$ cat config.mk
export PLATFORM = sky130hd
export DESIGN_NAME = im2_irq_arbiter
export DESIGN_NICKNAME = d
export VERILOG_FILES = /design/src/rtl/irq_pkg.sv /design/src/rtl/irq_edge_sync.sv /design/src/rtl/im2_irq_arbiter.sv
export SDC_FILE = /design/constraint.sdc
export NUM_CORES = 1
export LEC_CHECK = 0
export ABC_CLOCK_PERIOD_IN_PS = 2000
export CAP_MARGIN = 20
export CORE_ASPECT_RATIO = 1.75
export CORE_MARGIN = 5
export CORE_UTILIZATION = 25
export DETAILED_ROUTE_END_ITERATION = 10
export GPL_TIMING_DRIVEN = 0
export PLACE_DENSITY_LB_ADDON = 0.08
export SYNTH_ARGS = -nofsm -noshare
export SYNTH_HDL_FRONTEND = slang
export SYNTH_HIERARCHICAL = 1
export SYNTH_SLANG_ARGS = --single-unit
export TNS_END_PERCENT = 1
$ cat constraint.sdc
create_clock -name CLK50MHz -period 2 [get_ports CLK50MHz]
set_input_delay 0.3 -clock CLK50MHz [delete_from_list [all_inputs] [get_ports CLK50MHz]]
set_output_delay 0.3 -clock CLK50MHz [all_outputs]
set_load 0.01 [all_outputs]
$ cat src/rtl/irq_pkg.sv
// Shared types and constants for the IM2 interrupt arbiter.
// State encoding is visible to software through the STAT register.
package irq_pkg;

    localparam int NSRC = 4;

    localparam logic [1:0] OFF_MASK = 2'd0;
    localparam logic [1:0] OFF_PEND = 2'd1;
    localparam logic [1:0] OFF_STAT = 2'd2;

    typedef enum logic [1:0] {
        ST_IDLE = 2'b00,
        ST_REQ  = 2'b01,
        ST_ACK  = 2'b10,
        ST_SERV = 2'b11
    } irq_state_t;

    // Bit 0 is highest priority.
    function automatic logic [1:0] lowest_idx(input logic [NSRC-1:0] v);
        lowest_idx = 2'd0;
        for (int i = NSRC - 1; i >= 0; i--) begin
            if (v[i]) lowest_idx = 2'(i);
        end
    endfunction

endpackage

$ cat src/rtl/irq_edge_sync.sv
// Two-flop synchronizer plus rising-edge detector for one
// asynchronous interrupt source.
module irq_edge_sync (
    input  logic i_clk,
    input  logic i_rst,
    input  logic i_async,
    output logic o_rise
);

    logic [1:0] r_sync;
    logic       r_prev;

    always_ff @(posedge i_clk or posedge i_rst) begin
        if (i_rst) begin
            r_sync <= 2'b00;
            r_prev <= 1'b0;
        end else begin
            r_sync <= {r_sync[0], i_async};
            r_prev <= r_sync[1];
        end
    end

    assign o_rise = r_sync[1] & ~r_prev;

endmodule

$ cat src/rtl/im2_irq_arbiter.sv
// Z80 mode-2 interrupt arbiter: edge-triggered pending bits, mask,
// INTA vector delivery and a single in-service slot released by EOI.
module im2_irq_arbiter #(
    parameter int          NSRC     = irq_pkg::NSRC,
    parameter logic [7:0]  IO_BASE  = 8'hC0,
    parameter logic [7:0]  VEC_BASE = 8'h10
) (
    input  logic            CLK50MHz,
    input  logic            RESET,
    input  logic            CPUCLK0,
    input  logic [NSRC-1:0] irq_src,
    input  logic [7:0]      A,
    input  logic [7:0]      D_in,
    input  logic            nIORQ,
    input  logic            nM1,
    input  logic            nRD,
    input  logic            nWR,
    output logic [7:0]      D_out,
    output logic            D_oe,
    output logic            int_pull
);

    import irq_pkg::*;

    irq_state_t      r_state;
    logic [7:0]      r_mask;
    logic [NSRC-1:0] r_pend;
    logic            r_int;
    logic            r_insvc_valid;
    logic [1:0]      r_insvc_idx;

    logic [NSRC-1:0] w_rise;
    logic [NSRC-1:0] w_masked;
    logic [NSRC-1:0] w_ack_clr;
    logic [NSRC-1:0] w_wr_clr;
    logic [7:0]      w_off;
    logic            w_hit;
    logic            w_wr;
    logic            w_rd;
    logic            w_inta;
    logic            w_inta_stb;
    logic            w_any;
    logic            w_eoi;
    logic            w_vec_oe;
    logic [1:0]      w_win;

    for (genvar g = 0; g < NSRC; g++) begin : g_src
        irq_edge_sync u_sync (
            .i_clk   (CLK50MHz),
            .i_rst   (RESET),
            .i_async (irq_src[g]),
            .o_rise  (w_rise[g])
        );
    end

    assign w_off      = A - IO_BASE;
    assign w_hit      = (w_off[7:2] == 6'd0);
    assign w_wr       = CPUCLK0 & ~nIORQ & ~nWR & nM1 & w_hit;
    assign w_rd       = ~nIORQ & ~nRD & nM1 & w_hit;
    assign w_inta     = ~nM1 & ~nIORQ;
    assign w_inta_stb = CPUCLK0 & w_inta;
    assign w_masked   = r_pend & r_mask[NSRC-1:0];
    assign w_any      = |w_masked;
    assign w_win      = lowest_idx(w_masked);
    assign w_eoi      = w_wr & (w_off[1:0] == OFF_STAT);
    assign w_vec_oe   = (r_state == ST_ACK) & w_inta;

    always_comb begin
        w_ack_clr = '0;
        w_wr_clr  = '0;
        if (r_state == ST_REQ && w_any && w_inta_stb)
            w_ack_clr[w_win] = 1'b1;
        if (w_wr && w_off[1:0] == OFF_PEND)
            w_wr_clr = D_in[NSRC-1:0];
    end

    // New edges win over any clear landing in the same clock.
    always_ff @(posedge CLK50MHz or posedge RESET) begin
        if (RESET) begin
            r_pend <= '0;
            r_mask <= 8'h00;
        end else begin
            r_pend <= (r_pend & ~(w_ack_clr | w_wr_clr)) | w_rise;
            if (w_wr && w_off[1:0] == OFF_MASK)
                r_mask <= D_in;
        end
    end

    always_ff @(posedge CLK50MHz or posedge RESET) begin
        if (RESET) begin
            r_state       <= ST_IDLE;
            r_int         <= 1'b0;
            r_insvc_valid <= 1'b0;
            r_insvc_idx   <= 2'd0;
        end else begin
            unique case (r_state)
                ST_IDLE: begin
                    if (w_any) begin
                        r_state <= ST_REQ;
                        r_int   <= 1'b1;
                    end
                end
                ST_REQ: begin
                    if (!w_any) begin
                        r_state <= ST_IDLE;
                        r_int   <= 1'b0;
                    end else if (w_inta_stb) begin
                        r_state     <= ST_ACK;
                        r_int       <= 1'b0;
                        r_insvc_idx <= w_win;
                    end
                end
                ST_ACK: begin
                    if (CPUCLK0 && nIORQ) begin
                        r_state       <= ST_SERV;
                        r_insvc_valid <= 1'b1;
                    end
                end
                ST_SERV: begin
                    if (w_eoi) begin
                        r_state       <= ST_IDLE;
                        r_insvc_valid <= 1'b0;
                    end
                end
                default: r_state <= ST_IDLE;
            endcase
        end
    end

    assign int_pull = r_int;
    assign D_oe     = ~RESET & (w_rd | w_vec_oe);

    always_comb begin
        D_out = 8'hFF;
        if (D_oe) begin
            unique case (1'b1)
                w_vec_oe: D_out = {VEC_BASE[7:3], r_insvc_idx, 1'b0};
                w_rd: begin
                    unique case (w_off[1:0])
                        OFF_MASK: D_out = r_mask;
                        OFF_PEND: D_out = 8'(r_pend);
                        OFF_STAT: D_out = {r_state, 3'b000,
                                           r_insvc_valid, r_insvc_idx};
                        default:  D_out = 8'hFF;
                    endcase
                end
                default: D_out = 8'hFF;
            endcase
        end
    end

endmodule

Word level (Yosys, flattened, before mapping)
Cells that the tools add are included.

word-level totals
  bits of input ports = 27
  output and inout bits = 10
  word-level logic and storage cells = 97
  register bits = 30

cells by class
  bitwise gates (word level) = 31
  equality and inequality tests = 9
  order comparisons = 2
  mux-type cells = 24
  reductions and logical operators = 16
  $add $sub $neg = 1

operators by type and width
  kind                                                  count
  one-hot mux 8 bit (3 select lines)                    1
  2-to-1 mux 2 bit                                      9
  bitwise AND 1 bit                                     16
  one-hot mux 8 bit (2 select lines)                    1
  inverter 1 bit                                        9
  AND reduction 3 bit                                   3
  bitwise AND 4 bit                                     2
  2-to-1 mux 4 bit                                      2
  2-to-1 mux 8 bit                                      1
  bitwise OR 4 bit                                      2
  one-hot mux 2 bit (4 select lines)                    1
  subtractor 8 bit (second input constant)              1
  equality test 2 bit (second input constant)           3
  logical AND 1 bit                                     6
  logical NOT 6 bit                                     1
  2-to-1 mux 1 bit                                      6
  equality test 2 x 1 -> 1 bit (second input constant)  2
  logical NOT 2 bit                                     2
  inequality test 2 bit (second input constant)         2
  inverter 4 bit                                        1
  one-hot mux 1 bit (2 select lines)                    2
  AND reduction 4 bit                                   1
  nonzero test 2 bit                                    2
  OR reduction 4 bit                                    1
  other kinds (6)                                       6

Depth between registers and ports, before layout
  word-level depth = 14
  mapped depth = 5

Hierarchy
The synthesis kept the hierarchy.

by module, submodules not included
  module           seq. area each (um^2)  cells each  area each (um^2)  instances
  im2_irq_arbiter  450.4                  113         1104.8            1
  irq_edge_sync    75.1                   5           92.6              4

Least setup slack after synthesis
Ideal clock, no wire load.

  path type = input to output
  start = input A[3]
  end = output D_out[4]
  setup slack = -0.129 ns
  stages on the path = 4
  buffers on the path = 1
  data arrival time = 1.829 ns
  cells stage by stage = or3b_1 -> or4_1 -> buf_2 -> or4b_1

between the ends
  cells in the longest elaborated chain, start to end = 6
  elaborated cells between the ends (all ways) = 7
  those cells by class = add/sub (1); mux (2); bitwise (3); reduce/logical (1)

RTL lines
  element              RTL line                source
  from (decl)          im2_irq_arbiter.sv:12   input logic [7:0] A,
  subtractor 8 bit *   im2_irq_arbiter.sv:56   assign w_off = A - IO_BASE;
  logical NOT 6 bit *  im2_irq_arbiter.sv:57   assign w_hit = (w_off[7:2] == 6'd0);
  bitwise AND 1 bit *  im2_irq_arbiter.sv:59   assign w_rd = ~nIORQ & ~nRD & nM1 & w_hit;
  bitwise OR 1 bit     im2_irq_arbiter.sv:131  assign D_oe = ~RESET & (w_rd | w_vec_oe);
  bitwise AND 1 bit    im2_irq_arbiter.sv:131
  2-to-1 mux 8 bit *   im2_irq_arbiter.sv:135  if (D_oe) begin
  to (decl)            im2_irq_arbiter.sv:18   output logic [7:0] D_out,

Every way passes the cells marked *; elsewhere a longest branch is shown, timed or not.

Final worst setup path
  start = input A[2]
  end = output D_out[4]

The elaborated chain is that of the path after synthesis.

==> run_results.csv <==
group,metric,value,unit
flow_run,max-cap-violations,0,
sta,timing.final.crit_share,1.10,
sta,worst_slew_pin_slew,0.722,ns
clock_tree,cts_made_buffers,5,
clock_tree,cts_sinks,30,
finish,nNetsFinal,212,
sta,min_period,2.19,ns
routing,drt_iter0_markers,38,
power_and_ir_drop,p_sw,0.330,mW
placed_design,placed_cell_area,1940,um2
finish,regArea,753,um2
floorplan,core,5830,um2
run_status,violations,"setup timing",
power_and_ir_drop,power.density,623,nW/um2
synthesis,avgSynthCellArea,11.1,um2
grt,grt_pass1_wl,6820,um
placed_design,portBuffers,36,
clock_tree,path_clk_slew,0.06,ns
synthesis,yosysMostFrequentCell,"dfrtp_1",
sta,rsz0062_at_grt,"yes",
sta,max-slew-margin-rel,0.518,
clock_tree,insertion_delay,0.28,ns
synthesis,synth_fp_nets,160,
synthesis,synth_seq_cells,30,
synthesis,yosysWarningCount,6,
clock_tree,cts_buffer_depth,2,
critical_path,reg2regPathDepth,5,
floorplan,fp.dieH,112,um
power_and_ir_drop,power_frac_comb,0.121,
grt,grt_pass1_vias,1390,
critical_path,startpoint_type,"input pin",
finish,layout-drive-gt1-share,0.366,
sta,slew_violations,0,
power_and_ir_drop,pwr-share-clk,0.391,
grt,grt_max_degree,19,
clock_tree,cts_root_buf,"clkbuf_8",
synthesis,synth_edf_count,0,
synthesis,ys_seq_area_frac,0.509,
power_and_ir_drop,cellLeakagePower,0.895,nW
critical_path,max_stage_delay,0.50,ns
routing,avgViaCountPerCell,4.78,
power_and_ir_drop,vdd_drop_max,403,uV
run_status,status,"finished, violations left",
routing,drcViolationCount,0,
synthesis,async_reset_ff_frac,1.00,
sta,max_freq,0.456,GHz
critical_path,crit_chain,"buf_6 > or3b_4 > or4_4 > or4b_4 > buf_6",
routing,via_count,1262,
floorplan,die_area,7600,um2
routing,dr.pass1.iters,4,
finish,nFillCells,628,
critical_path,crit_top_cell,"buf_6",
sta,setup_slack,-0.193,ns
synthesis,netlist_area,1480,um2
critical_path,worstPathRequired,1.70,ns
hold_path,min_delay_path_depth,0,
finish,multi_input_area,744,um2
grt,grtUsageTotal,0.120,
finish,diodes,0,
critical_path,cp_max_fo,4,
critical_path,crit_type,"input pin to output pin",
critical_path,end_kind,"output pin",
grt,antenna_found_initial,0,
placed_design,place.gp.congestion,0.842,
floorplan,boundaryPins,37,
hold_path,hold_end,"g_src[2].u_sync/r_sync[1]$_DFF_PP0_",
routing,ant_nets,0,
sta,setup_viol,9,
sta,fin_setup_tns,-1.24,ns
floorplan,die_w,68.1,um
synthesis,synth_top_area_frac,0.509,
clock_tree,cts_tree,"built",
finish,area_delta_synth_final,44.7,%
routing,routed_wl,4210,um
hold_path,hp-start,"g_src[2].u_sync/r_sync[0]$_DFF_PP0_",
placed_design,dp_hpwl,3200,um
routing,post_drt_wl_per_cell,15.9,um
power_and_ir_drop,power.share.sequential,0.488,
synthesis,synth_top_area_cell,"dfrtp_1",
critical_path,worstReg2RegEnd,"r_pend[2]$_DFF_PP0_",
critical_path,cp.arrival,1.89,ns
power_and_ir_drop,p_int,1.00,mW
floorplan,start_util,0.253,
synthesis,synth.top_cells.by_area,"dfrtp_1, mux2_2, nor2b_4, nand2_1, nand3_1",
grt,grt_overflow_total,0,
synthesis,synth_cell_type_count,37,
power_and_ir_drop,switching_share,0.248,
critical_path,rrSetupSlack,0.14,ns
finish,final_cell_area,2130,um2
critical_path,slowest_stage,"or4b_4",
floorplan,core.rowCount,37,
hold_path,min_path_type,"flip-flop to flip-flop",
sta,skew,0.00548,ns
synthesis,synthFlopType,"dfrtp_1",
sta,final_hold_viol_count,0,
synthesis,synthTopCellsByCount,"dfrtp_1, nand2_1, mux2_2",
clock_tree,htreeDepth,2,
synthesis,netlist_instances,133,
[registers in the layout, indices dropped and copies added (netlist names), named ones only]
register and cells:
r_insvc_valid 1, r_pend 4, r_insvc_idx 2, r_state 1, g_src.u_sync/r_prev 4, g_src.u_sync/r_sync 8
int_pull 1, r_mask 8
[power by group through the flow]
| stage | Combinational (mW) | Sequential (mW) | Clock [mW] |
|---|---|---|---|
| 3_3_place_gp | 0.159 | 0.658 | 0 |
| 5_1_grt | 0.177 | 0.651 | 0.557 |
| 4_1_cts | 0.164 | 0.648 | 0.537 |
| 6_report | 0.161 | 0.648 | 0.520 |
| 3_5_place_dp | 0.159 | 0.660 | 0 |
| 2_1_floorplan | 0.0614 | 0.660 | 0 |
[how the worst max path moves through the flow]
stage / slack, ns / end / startpoint
2_1_floorplan: -0.07 / D_out[4] / A[3]
3_3_place_gp: -1.13 / D_out[3] / nM1
3_5_place_dp: -1.12 / D_out[3] / nM1
4_1_cts: -0.37 / D_out[4] / A[2]
5_1_grt: -0.24 / D_out[1] / A[2]
6_report: -0.19 / D_out[4] / A[2]
[area by class of cell]
class	instances	share of cell area
multi-input combinational	92	0.349
tap	78	0.0457
timing repair buffer	47	0.192
clock inverter	2	0.00586
clock buffer	6	0.0387
sequential	30	0.353
inverter	7	0.0123
buffer	2	0.00410
[metrics by stage]
stage / hold slack (ns) / setup WS [ns] / std cells / utilization / power (mW)
after floorplan: 0.0536 / -0.0694 / 133 / - / 0.721
after global placement: 0.337 / -1.13 / 247 / 0.332 / 0.817
after detailed placement: 0.339 / -1.12 / 247 / 0.332 / 0.819
after CTS: 0.357 / -0.372 / 263 / 0.362 / 1.35
after global routing: 0.359 / -0.240 / 264 / 0.366 / 1.39
final: 0.351 / -0.193 / 264 / 0.366 / 1.33
[timing repair]
action | CTS | global route
endpoints found under the setup margin | 21 | 18
setup buffers | 8 | 3
hold buffers | 0 | 0
resized for setup | 71 | 11
pin swaps | 5 | 3
[kinds of logic after synthesis]
family	Yosys count	synth area share
AOI/OAI and AO/OA	39	0.189
and+or+nand+nor	42	0.189
DFF	30	0.509
muxes	11	0.0840
buffers and inverters	11	0.0288
[routing by layer]
layer  GRT usage  part of all wire  vias up
met5           0                 0        -
met4      0.0677             0.030        0
met3      0.0272             0.053        9
met2       0.209              0.56       32
met1       0.126              0.36      627
li1            -                 -      594
[cells in the final DEF (no fill, tap or decap), drive strengths merged, types with 2 or more instances in the layout]
| cell | n |
|---|---|
| o21ai | 8 |
| clkdlybuf4s50 | 18 |
| and2 | 3 |
| o21a | 2 |
| dlygate4sd2 | 3 |
| o22ai | 3 |
| nor2b | 7 |
| nand2b | 2 |
| a32o | 2 |
| inv | 7 |
| nand2 | 12 |
| mux2 | 11 |
| buf | 24 |
| nand3 | 8 |
| a22oi | 3 |
| dfrtp | 30 |
| a21oi | 6 |
| a31o | 4 |
| o211ai | 2 |
| nor2 | 3 |
| clkbuf | 8 |
[critical path: cells and delay by family]
| family | cells | cell delay [ns] |
|---|---|---|
| buf+inv | 2 | 0.23 |
| simple gates | 3 | 1.37 |
Note: power is estimated with default switching activity, not from simulation.
